### config.mk
export PLATFORM = sky130hd
export DESIGN_NAME = wb_uart_flat
export DESIGN_NICKNAME = d
export VERILOG_FILES = /design/src/rtl/wb_uart_pkg.sv /design/src/rtl/wb_uart_if.sv /design/src/rtl/wb_uart_rx.sv /design/src/rtl/wb_uart.sv /design/src/flat_wrapper.sv
export SDC_FILE = /design/constraint.sdc
export NUM_CORES = 1
export LEC_CHECK = 0
export ABC_AREA = 1
export CAP_MARGIN = 30
export CORE_ASPECT_RATIO = 0.7
export CORE_MARGIN = 2
export CORE_UTILIZATION = 52
export DETAILED_ROUTE_END_ITERATION = 16
export PLACE_DENSITY = 0.75
export SYNTH_ARGS = -nofsm -noshare
export SYNTH_HDL_FRONTEND = slang
export SYNTH_SLANG_ARGS = --single-unit
### constraint.sdc
create_clock -name sys_clk_i -period 1.6 [get_ports sys_clk_i]
set_input_delay 0.24 -clock sys_clk_i [delete_from_list [all_inputs] [get_ports sys_clk_i]]
set_output_delay 0.24 -clock sys_clk_i [all_outputs]
set_load 0.005 [all_outputs]
### src/rtl/wb_uart_pkg.sv
// Register map, status bit positions and FSM state type shared by the
// wb_uart top level and its receiver.
package wb_uart_pkg;

    localparam logic [1:0] UART_TXDATA = 2'd0;
    localparam logic [1:0] UART_RXDATA = 2'd1;
    localparam logic [1:0] UART_STATUS = 2'd2;
    localparam logic [1:0] UART_DIV    = 2'd3;

    localparam int ST_TX_READY = 0;
    localparam int ST_TX_BUSY  = 1;
    localparam int ST_RX_VALID = 2;
    localparam int ST_RX_OVR   = 3;
    localparam int ST_RX_FERR  = 4;
    localparam int ST_TX_OVR   = 5;

    typedef enum logic [1:0] {
        IDLE  = 2'd0,
        START = 2'd1,
        DATA  = 2'd2,
        STOP  = 2'd3
    } uart_state_t;

endpackage

### src/rtl/wb_uart_if.sv
// Wishbone pipelined data-bus bundle between the J1 CPU and its peripherals.
interface if_wb;
    logic [15:0] adr;
    logic [15:0] dat_i;
    logic [15:0] dat_o;
    logic        cyc;
    logic        stb;
    logic        we;
    logic        stall;
    logic        ack;

    modport master (output adr, dat_i, cyc, stb, we, input dat_o, stall, ack);
    modport slave  (input adr, dat_i, cyc, stb, we, output dat_o, stall, ack);
endinterface

### src/rtl/wb_uart_rx.sv
// UART receiver: 2-flop synchroniser, bit-centre down-counter and RX FSM.
// Emits a one-cycle strobe with the byte and the stop-bit error flag.
//
// state | meaning
// IDLE  | waiting for a falling edge on the synchronised line
// START | half-bit wait, then re-check the start bit (high = false start)
// DATA  | sample 8 data bits at bit centres, LSB first
// STOP  | sample the stop bit at its centre and hand the byte out
module uart_rx
    import wb_uart_pkg::*;
(
    input  logic        sys_clk_i,
    input  logic        sys_rst_ni,
    input  logic        rxd,
    input  logic [15:0] divisor,
    output logic        byte_stb,
    output logic [7:0]  byte_data,
    output logic        frame_err
);

    logic        rxd_s1, rxd_s2, rxd_prev;
    uart_state_t state, state_nxt;
    logic [15:0] cnt, cnt_nxt;
    logic [2:0]  bit_idx, bit_idx_nxt;
    logic [7:0]  shreg, shreg_nxt;
    logic        tick;

    assign tick      = (cnt == 16'd0);
    assign byte_data = shreg;

    always_ff @(posedge sys_clk_i or negedge sys_rst_ni) begin
        if (!sys_rst_ni) begin
            rxd_s1   <= 1'b1;
            rxd_s2   <= 1'b1;
            rxd_prev <= 1'b1;
        end else begin
            rxd_s1   <= rxd;
            rxd_s2   <= rxd_s1;
            rxd_prev <= rxd_s2;
        end
    end

    always_ff @(posedge sys_clk_i or negedge sys_rst_ni) begin
        if (!sys_rst_ni) begin
            state   <= IDLE;
            cnt     <= 16'd0;
            bit_idx <= 3'd0;
            shreg   <= 8'd0;
        end else begin
            state   <= state_nxt;
            cnt     <= cnt_nxt;
            bit_idx <= bit_idx_nxt;
            shreg   <= shreg_nxt;
        end
    end

    always_comb begin
        state_nxt   = state;
        cnt_nxt     = tick ? divisor : cnt - 16'd1;
        bit_idx_nxt = bit_idx;
        shreg_nxt   = shreg;
        byte_stb    = 1'b0;
        frame_err   = 1'b0;
        case (state)
            IDLE: begin
                // preload half a bit so START lands on the start-bit centre
                cnt_nxt = {1'b0, divisor[15:1]};
                if (rxd_prev && !rxd_s2) state_nxt = START;
            end
            START: begin
                if (tick) begin
                    if (rxd_s2) begin
                        state_nxt = IDLE;
                    end else begin
                        state_nxt   = DATA;
                        bit_idx_nxt = 3'd0;
                    end
                end
            end
            DATA: begin
                if (tick) begin
                    shreg_nxt   = {rxd_s2, shreg[7:1]};
                    bit_idx_nxt = bit_idx + 3'd1;
                    if (bit_idx == 3'd7) state_nxt = STOP;
                end
            end
            STOP: begin
                if (tick) begin
                    byte_stb  = 1'b1;
                    frame_err = !rxd_s2;
                    state_nxt = IDLE;
                end
            end
            default: state_nxt = IDLE;
        endcase
    end

endmodule

### src/rtl/wb_uart.sv
// Wishbone slave UART: four-word register file, TX holding register and
// shifter, RX holding register and status flags. Reads never have side effects.
//
// state | meaning
// IDLE  | line high, waiting for the holding register to fill
// START | driving the start bit
// DATA  | shifting 8 data bits out, LSB first
// STOP  | driving the stop bit; reloads straight into START if data waits
module wb_uart
    import wb_uart_pkg::*;
#(
    parameter logic [15:0] BASE_ADR  = 16'h0000,
    parameter logic [15:0] DIV_RESET = 16'd433
) (
    input  logic sys_clk_i,
    input  logic sys_rst_ni,
    if_wb.slave  wbs,
    input  logic uart_rxd_i,
    output logic uart_txd_o,
    output logic irq_o
);

    logic        sel;
    logic [1:0]  offset;
    logic        wr_tx, wr_status, wr_div, pop;
    logic [15:0] divisor;
    logic [15:0] rd_data;

    logic [7:0]  tx_hold, tx_shift;
    logic        tx_full, tx_ovr, tx_ready, tx_busy;
    uart_state_t tx_state, tx_state_nxt;
    logic [15:0] tx_cnt;
    logic [2:0]  tx_bit;
    logic        tx_tick, tx_load;

    logic        rx_valid, rx_ovr, rx_ferr;
    logic [7:0]  rx_byte;
    logic        byte_stb, frame_err, store;
    logic [7:0]  byte_data;

    assign sel       = wbs.cyc && wbs.stb && (wbs.adr[15:2] == BASE_ADR[15:2]);
    assign offset    = wbs.adr[1:0];
    assign wr_tx     = sel && wbs.we && (offset == UART_TXDATA);
    assign wr_status = sel && wbs.we && (offset == UART_STATUS);
    assign wr_div    = sel && wbs.we && (offset == UART_DIV);
    assign pop       = wr_status && wbs.dat_i[ST_RX_VALID];

    assign wbs.stall = 1'b0;
    assign tx_ready  = !tx_full;
    assign tx_busy   = (tx_state != IDLE);
    assign irq_o     = rx_valid;
    // a pop in the completion cycle frees the slot for the incoming byte
    assign store     = byte_stb && (!rx_valid || pop);

    always_comb begin
        rd_data = 16'd0;
        case (offset)
            UART_RXDATA: rd_data = {rx_valid, 7'd0, rx_byte};
            UART_STATUS: begin
                rd_data[ST_TX_READY] = tx_ready;
                rd_data[ST_TX_BUSY]  = tx_busy;
                rd_data[ST_RX_VALID] = rx_valid;
                rd_data[ST_RX_OVR]   = rx_ovr;
                rd_data[ST_RX_FERR]  = rx_ferr;
                rd_data[ST_TX_OVR]   = tx_ovr;
            end
            UART_DIV:    rd_data = divisor;
            default:     rd_data = 16'd0;
        endcase
    end

    always_ff @(posedge sys_clk_i or negedge sys_rst_ni) begin
        if (!sys_rst_ni) begin
            wbs.ack   <= 1'b0;
            wbs.dat_o <= 16'd0;
        end else begin
            wbs.ack   <= sel;
            wbs.dat_o <= (sel && !wbs.we) ? rd_data : 16'd0;
        end
    end

    always_ff @(posedge sys_clk_i or negedge sys_rst_ni) begin
        if (!sys_rst_ni) begin
            divisor  <= DIV_RESET;
            tx_hold  <= 8'd0;
            tx_full  <= 1'b0;
            tx_ovr   <= 1'b0;
            rx_valid <= 1'b0;
            rx_ovr   <= 1'b0;
            rx_ferr  <= 1'b0;
            rx_byte  <= 8'd0;
        end else begin
            if (wr_div) divisor <= wbs.dat_i;

            // tx_load only happens with tx_full set, so it never races an accept
            if (wr_tx && !tx_full) begin
                tx_hold <= wbs.dat_i[7:0];
                tx_full <= 1'b1;
            end else if (tx_load) begin
                tx_full <= 1'b0;
            end

            if (wr_tx && tx_full)                        tx_ovr <= 1'b1;
            else if (wr_status && wbs.dat_i[ST_TX_OVR])  tx_ovr <= 1'b0;

            if (store) begin
                rx_byte  <= byte_data;
                rx_valid <= 1'b1;
            end else if (pop) begin
                rx_valid <= 1'b0;
            end

            if (byte_stb && rx_valid && !pop)            rx_ovr <= 1'b1;
            else if (wr_status && wbs.dat_i[ST_RX_OVR])  rx_ovr <= 1'b0;

            if (store && frame_err)                      rx_ferr <= 1'b1;
            else if (wr_status && wbs.dat_i[ST_RX_FERR]) rx_ferr <= 1'b0;
        end
    end

    assign tx_tick = (tx_cnt == 16'd0);

    always_comb begin
        tx_state_nxt = tx_state;
        tx_load      = 1'b0;
        case (tx_state)
            IDLE: begin
                if (tx_full) begin
                    tx_load      = 1'b1;
                    tx_state_nxt = START;
                end
            end
            START: if (tx_tick) tx_state_nxt = DATA;
            DATA:  if (tx_tick && tx_bit == 3'd7) tx_state_nxt = STOP;
            STOP: begin
                if (tx_tick) begin
                    if (tx_full) begin
                        tx_load      = 1'b1;
                        tx_state_nxt = START;
                    end else begin
                        tx_state_nxt = IDLE;
                    end
                end
            end
            default: tx_state_nxt = IDLE;
        endcase
    end

    always_ff @(posedge sys_clk_i or negedge sys_rst_ni) begin
        if (!sys_rst_ni) begin
            tx_state <= IDLE;
            tx_cnt   <= 16'd0;
            tx_bit   <= 3'd0;
            tx_shift <= 8'd0;
        end else begin
            tx_state <= tx_state_nxt;
            if (tx_load) begin
                tx_shift <= tx_hold;
                tx_cnt   <= divisor;
                tx_bit   <= 3'd0;
            end else if (tx_state != IDLE) begin
                // divisor is re-read at every bit boundary
                if (tx_tick) begin
                    tx_cnt <= divisor;
                    if (tx_state == DATA) begin
                        tx_shift <= tx_shift >> 1;
                        tx_bit   <= tx_bit + 3'd1;
                    end
                end else begin
                    tx_cnt <= tx_cnt - 16'd1;
                end
            end
        end
    end

    always_comb begin
        case (tx_state)
            START:   uart_txd_o = 1'b0;
            DATA:    uart_txd_o = tx_shift[0];
            default: uart_txd_o = 1'b1;
        endcase
    end

    uart_rx u_rx (
        .sys_clk_i  (sys_clk_i),
        .sys_rst_ni (sys_rst_ni),
        .rxd        (uart_rxd_i),
        .divisor    (divisor),
        .byte_stb   (byte_stb),
        .byte_data  (byte_data),
        .frame_err  (frame_err)
    );

endmodule

### src/flat_wrapper.sv
// flat-port wrapper written by rule: the top's interface ports become plain ports
module wb_uart_flat import wb_uart_pkg::*;
#(
    parameter logic [15:0] BASE_ADR  = 16'h0000,
    parameter logic [15:0] DIV_RESET = 16'd433
)
  (sys_clk_i, sys_rst_ni, uart_rxd_i, uart_txd_o, irq_o, wbs_adr, wbs_dat_i, wbs_cyc, wbs_stb, wbs_we, wbs_dat_o, wbs_stall, wbs_ack);
  if_wb wbs_i ();
  input  logic sys_clk_i;
  input  logic sys_rst_ni;
  input  logic uart_rxd_i;
  output logic uart_txd_o;
  output logic irq_o;
  input wire logic [$bits(wbs_i.adr)-1:0] wbs_adr;
  input wire logic [$bits(wbs_i.dat_i)-1:0] wbs_dat_i;
  input wire logic [$bits(wbs_i.cyc)-1:0] wbs_cyc;
  input wire logic [$bits(wbs_i.stb)-1:0] wbs_stb;
  input wire logic [$bits(wbs_i.we)-1:0] wbs_we;
  output wire logic [$bits(wbs_i.dat_o)-1:0] wbs_dat_o;
  output wire logic [$bits(wbs_i.stall)-1:0] wbs_stall;
  output wire logic [$bits(wbs_i.ack)-1:0] wbs_ack;
  assign wbs_i.adr = wbs_adr;
  assign wbs_i.dat_i = wbs_dat_i;
  assign wbs_i.cyc = wbs_cyc;
  assign wbs_i.stb = wbs_stb;
  assign wbs_i.we = wbs_we;
  assign wbs_dat_o = wbs_i.dat_o;
  assign wbs_stall = wbs_i.stall;
  assign wbs_ack = wbs_i.ack;
  wb_uart #(.BASE_ADR(BASE_ADR), .DIV_RESET(DIV_RESET)) u_core (.sys_clk_i(sys_clk_i), .sys_rst_ni(sys_rst_ni), .wbs(wbs_i), .uart_rxd_i(uart_rxd_i), .uart_txd_o(uart_txd_o), .irq_o(irq_o));
endmodule
# Word level (Yosys, flattened, before mapping)
# Index checks and enable logic that the tools add are counted.
# op_classes
multipliers	0
n_reduce_logical	46
n_bitwise	0
eq_ne	21
mux	51
n_div	0
n_shift	0
addsub	4
order_cmp	0
# op_table
operator	count
16-bit 2-to-1 mux	6
16-bit zero test	2
8-bit 2-to-1 mux	4
16-bit by 1-bit subtractor with 16-bit output, second input constant	2
3-bit 2-to-1 mux	7
2-bit 2-to-1 mux	10
10-bit case mux with 2 select lines	1
2-bit nonzero test	10
1-bit logical AND	19
6-bit case mux with 3 select lines	1
1-bit 2-to-1 mux	17
2-bit case mux with 4 select lines	2
14-bit zero test	1
2-bit == test, second input constant	6
2-bit inequality test, second input constant	6
2-bit by 1-bit inequality test with 1-bit output, second input constant	4
4-bit AND reduction	2
3-bit by 1-bit adder with 3-bit output, second input constant	2
2-bit by 1-bit == test with 1-bit output, second input constant	3
3-bit == test, second input constant	2
2-bit zero test	3
3-bit case mux with 2 select lines	1
1-bit zero test	5
5-bit AND reduction	1
other kinds (4)	5
# totals
mem_count	0
latch_bits	0
ram_bits	0
romBits	0
in_bits	38
out_inout_bits	20
wordCells	143
regBits	115

# Logic depth before layout (Yosys ltp)
# logic_depth
depth_word	9
depth_mapped	12
depth_no_buf	12

# Modules after synthesis
# From an unflattened synthesis, not the netlist that was laid out.
# unflattened
hier_cells	862
area_unflattened_um2	6389.9
# modules_own_cells
mod	n_inst	cells_each	area_per_inst_um2	seq_area_each_um2
wb_uart	1	580	4370.4	2083.2
uart_rx	1	282	2019.4	804.5

# Least setup slack after synthesis
# OpenSTA, ideal clock, no wires.
# synth_path
kind	register -> register
start	register u_core.tx_cnt[0]
end	register u_core.tx_cnt[11]
n_path_buf	1
arrival_time_ns	1.543
period_less_slack_ns	1.660
slack_ns	-0.060
stages_incl_launch_ff	13
setup_ns	0.118
t_required_ns	1.482
cell_sequence	dfrtp_1 -> inv_1 -> ha_1 -> nand2_4 -> nor2_4 -> nand3_2 -> nand2_2 -> nand2_2 -> buf_6 -> nand2_2 -> nand2_1 -> nand3_1 -> nand2_1
# synth_via
elab_chain_len	4
elab_cells_between_ends	8
cone_classes	add/sub (1); mux (5); reduce/logical (2)
# synth_lines
item	line	rtl
from (decl)	wb_uart.sv:32	logic [15:0] tx_cnt;
from (signal assigned)	wb_uart.sv:159	tx_cnt <= divisor;
from (signal assigned)	wb_uart.sv:164	tx_cnt <= divisor;
from (signal assigned)	wb_uart.sv:170	tx_cnt <= tx_cnt - 16'd1;
16-bit by 1-bit subtractor with 16-bit output or 16-bit zero test (tied branches)	wb_uart.sv:170, wb_uart.sv:121	
16-bit 2-to-1 mux or 1-bit 2-to-1 mux (tied branches)	wb_uart.sv:163, wb_uart.sv:136	
16-bit 2-to-1 mux or 1-bit case mux with 2 select lines (tied branches)	wb_uart.sv:161, wb_uart.sv:126	
16-bit 2-to-1 mux or 2-bit nonzero test (tied branches)	-	
# Several ways; a longest one is shown, not always the timed one. The select of a mux whose other input is x is not followed.
# A chain may end at the register's enable or synchronous reset.

# Final worst setup path
# layout_path
start	register u_core.tx_cnt[0]
end	register u_core.tx_cnt[5]
# Same word-level chain as after synthesis.

==> qor.txt <==
=======================================================================
Via count                                                          6680
Number of library cell types mapped by synthesis                     39
Total power after layout                                       15700 µW
Met2 wirelength from detailed routing                          10500 µm
Area added between synthesis and finish                           46.9%
Worst-path clk slew                                             0.06 ns
Router iterations before antenna repair                               8
Fraction of registers with async set/reset                         1.00
Number of I/O port buffers                                           56
Most used DFF post-synth                                   sky130_fd_sc_hd__dfrtp_1
Most common cell type on the critical path                 sky130_fd_sc_hd__nand2_1
Largest fanout on the critical path                                   5
Maximum clock skew at final layout                           0.00687 ns
Slowest CP cell                                            sky130_fd_sc_hd__dfrtp_1
Unrepaired setup endpoints after global routing                     yes
Number of buffers added by the clock tree synthesis step             17
Floorplan die area                                            12600 µm²
Final WL                                                       21300 µm
Initial antenna violation count                                       0
Global-route wire length before repair                         31500 µm
Clk Latency, worst-skew pair                                    0.42 ns
Critical path start-end classification                     register to register
Instance count of the mapped netlist                                794
Min Clock Period, post-route                                    1.76 ns
Worst-case vdd ir drop                                        0.00101 V
Worst hold-check path type                                 input port to register
Number of nets at the end of the flow                              1019
Remaining antenna violation count                                     0
Count of final hold-check violations                                  0
Most frequent cells in the layout                          sky130_fd_sc_hd__nand2_1 (221), sky130_fd_sc_hd__dfrtp_1 (104), sky130_fd_sc_hd__buf_4 (97)
Synth Warn #                                                          0
Wire length on met3                                             1840 µm
Global route total overflow                                           0
Endpoint arrival time on the critical path                      2.11 ns
Number of DRC markers in iteration 0                                627
Number of remaining DRC errors                                        0
Post-detailed-route via-to-cell ratio                              5.86
Core ar.                                                      11600 µm²
Ordered cell list for the critical path                    inv_2, ha_4, nand2_4, nor2_4, nand3_4, buf_6, a21oi_4, buf_6, nand2_1, nand2_1, nand2_1, nand2_1
Static Leak                                                  0.00433 µW
Post-route met1 wirelength                                      8440 µm
Post-route clock period utilization                                1.10
Routability congestion estimate                                   0.908
Post-DR wirelength/cell                                         18.7 µm
Sum of net half-perimeters after detailed placement            12500 µm
Required time of the critical path                              1.95 ns
CP Launch Type                                                 register
Flip-flop and latch count after synthesis                           115
Worst-case setup margin in the final layout                   -0.162 ns
Total setup violations reported at the end of the flow               48
Final core area utilization                                       0.775
Areal power density over the cells                          1750 nW/µm²
Mean instance size in the synthesized netlist                  7.68 µm²
Die outline height                                              94.6 µm
Most common cell after layout, fill and taps aside         sky130_fd_sc_hd__nand2_1
Number of primary I/O pins                                           58
TritonCTS sink count                                                115
Worst Setup End Kind                                           register
Clock H-tree levels                                                   4
Status                                                     finished with violations
Count of max-cap constraint violations                                0
Buffer type at the clock tree root                         sky130_fd_sc_hd__clkbuf_16
Post-synth EDFFs                                                      0
Proportion of layout cells with a drive suffix above 1            0.307
Max Used Layer                                                     met4
Largest net degree at the start of global routing                    34
Die Span X                                                       133 µm
Final antenna diode count                                             0
Layout filler cell count                                            730
Max Transition Viols Final                                            0
Sequential element share of the synthesized area                  0.473
Clock tree from TritonCTS                                           yes
Vias in the first global route                                     6449
Overall fraction of global-route tracks in use                    0.322
Violations in the final reports                            setup timing
Worst slack on hold paths                                      0.245 ns
Achievable clock frequency                                      568 MHz
Initial Utilization                                               0.528
Std-Cell Rows                                                        33
Cell area after synthesis                                      6100 µm²
Max stage delay on crit path                                    0.41 ns
Post-Syn Nets                                                       843
Maximum root-to-sink buffer count                                     2
=======================================================================
## path summary, 6_finish.rpt
| check | slack, ns | endpoint | cells after the start | from |
|---|---|---|---|---|
| min reg2reg | 0.36 | u_core.u_rx.rxd_s2 | 0 | u_core.u_rx.rxd_s1 |
| max in group asynchronous | 0.72 | u_core.u_rx.rxd_prev | 3 | sys_rst_ni |
| min in group asynchronous | 0.30 | u_core.tx_cnt[15] | 2 | sys_rst_ni |
| max reg2reg | -0.16 | u_core.tx_cnt[5] | 12 | u_core.tx_cnt[0] |
| min | 0.25 | u_core.u_rx.rxd_s1 | 1 | uart_rxd_i |
| max | -0.16 | u_core.tx_cnt[5] | 12 | u_core.tx_cnt[0] |
## final cells by class
| class | instances | area (µm²) | share of cell area |
|---|---|---|---|
| multi-input combinational | 573 | 3310 | 0.369 |
| sequential | 115 | 2890 | 0.323 |
| timing repair buffer | 179 | 1650 | 0.184 |
| clock buffer | 18 | 439 | 0.0490 |
| inverter | 84 | 328 | 0.0366 |
| tap | 157 | 196 | 0.0219 |
| clock inverter | 13 | 153 | 0.0170 |
## registers in the layout (all words and copies together), names as in the netlist, 8 cells and up, named ones only
name,count
u_core.divisor,16
u_core.rx_byte,8
u_core.tx_cnt,16
u_core.tx_hold,8
u_core.tx_shift,8
u_core.u_rx.byte_data,8
u_core.u_rx.cnt,16
u_core.wbs.dat_o,16
## per-layer routing
metal  GRT usage  vias up
met4       0.107        0
met3      0.0639       66
met1       0.422     3268
met2       0.542      430
met5           0        -
li1            -     2916
## worst max-delay path, delay by kind of cell (launching register included)
kind | cells | cell delay [ns]
and+or+nand+nor | 7 | 0.56
adders and majority gates | 1 | 0.15
buffers and inverters | 3 | 0.39
AOI/OAI and AO/OA | 1 | 0.15
DFF | 1 | 0.41
## power by group
part	internal [µW]	leakage (µW)	switching (µW)
Sequential	3410	0.00152	474
Combinational	3330	0.00253	4640
Clock	2350	0.000280	1510
Total	9090	0.00433	6620
## cell families after synthesis
| group | Yosys count | share of synthesized area |
|---|---|---|
| simple gates | 455 | 0.324 |
| compound gates | 95 | 0.0888 |
| fa+ha+maj | 11 | 0.0226 |
| other cells | 1 | 0.000615 |
| xor+xnor | 11 | 0.0158 |
| buf+inv | 106 | 0.0749 |
| flops | 115 | 0.473 |
## cell usage after synthesis (2+ instances only)
cell type	n	area (µm²)
sky130_fd_sc_hd__a21oi_1	10	50.1
sky130_fd_sc_hd__a221oi_1	4	35.0
sky130_fd_sc_hd__a31oi_1	7	43.8
sky130_fd_sc_hd__buf_2	5	25.0
sky130_fd_sc_hd__buf_4	3	22.5
sky130_fd_sc_hd__buf_6	4	45.0
sky130_fd_sc_hd__clkbuf_1	8	30.0
sky130_fd_sc_hd__dfrtp_1	107	2680
sky130_fd_sc_hd__dfstp_2	8	210
sky130_fd_sc_hd__ha_1	11	138
sky130_fd_sc_hd__inv_1	82	308
sky130_fd_sc_hd__nand2_1	252	946
sky130_fd_sc_hd__nand2_2	9	56.3
sky130_fd_sc_hd__nand3_1	73	365
sky130_fd_sc_hd__nand3_2	5	50.1
sky130_fd_sc_hd__nand3b_1	2	15.0
sky130_fd_sc_hd__nand4_1	13	81.3
sky130_fd_sc_hd__nor2_1	77	289
sky130_fd_sc_hd__nor2_2	7	43.8
sky130_fd_sc_hd__nor2_4	4	45.0
sky130_fd_sc_hd__nor3_1	9	45.0
sky130_fd_sc_hd__o211ai_1	9	67.6
sky130_fd_sc_hd__o21ai_0	56	280
sky130_fd_sc_hd__o21bai_1	2	15.0
sky130_fd_sc_hd__o22ai_1	4	25.0
sky130_fd_sc_hd__xnor2_1	4	35.0
sky130_fd_sc_hd__xor2_1	7	61.3
## stage by stage
step | std cells | cell area, µm² | setup slack (ns) | TNS, ns
2_1_floorplan | 794 | 6120 | 0.00765 | 0
6_report | 1139 | 8960 | -0.162 | -2.67
5_1_grt | 1139 | 8960 | -0.261 | -7.08
3_3_place_gp | 1080 | 7520 | -0.227 | -7.44
3_5_place_dp | 1080 | 7520 | -0.344 | -14.32
4_1_cts | 1132 | 8580 | -0.0502 | -0.0676
## timing repair
item,in CTS,in global routing
setup endpoints to repair,70,79
pin swaps,30,37
buffers inserted,19,9
gates resized for setup,89,108
gates cloned,1,0
hold buffers,1,0
endpoints found under the hold margin,20,0
No activity file was read; power rests on OpenSTA's default activity.
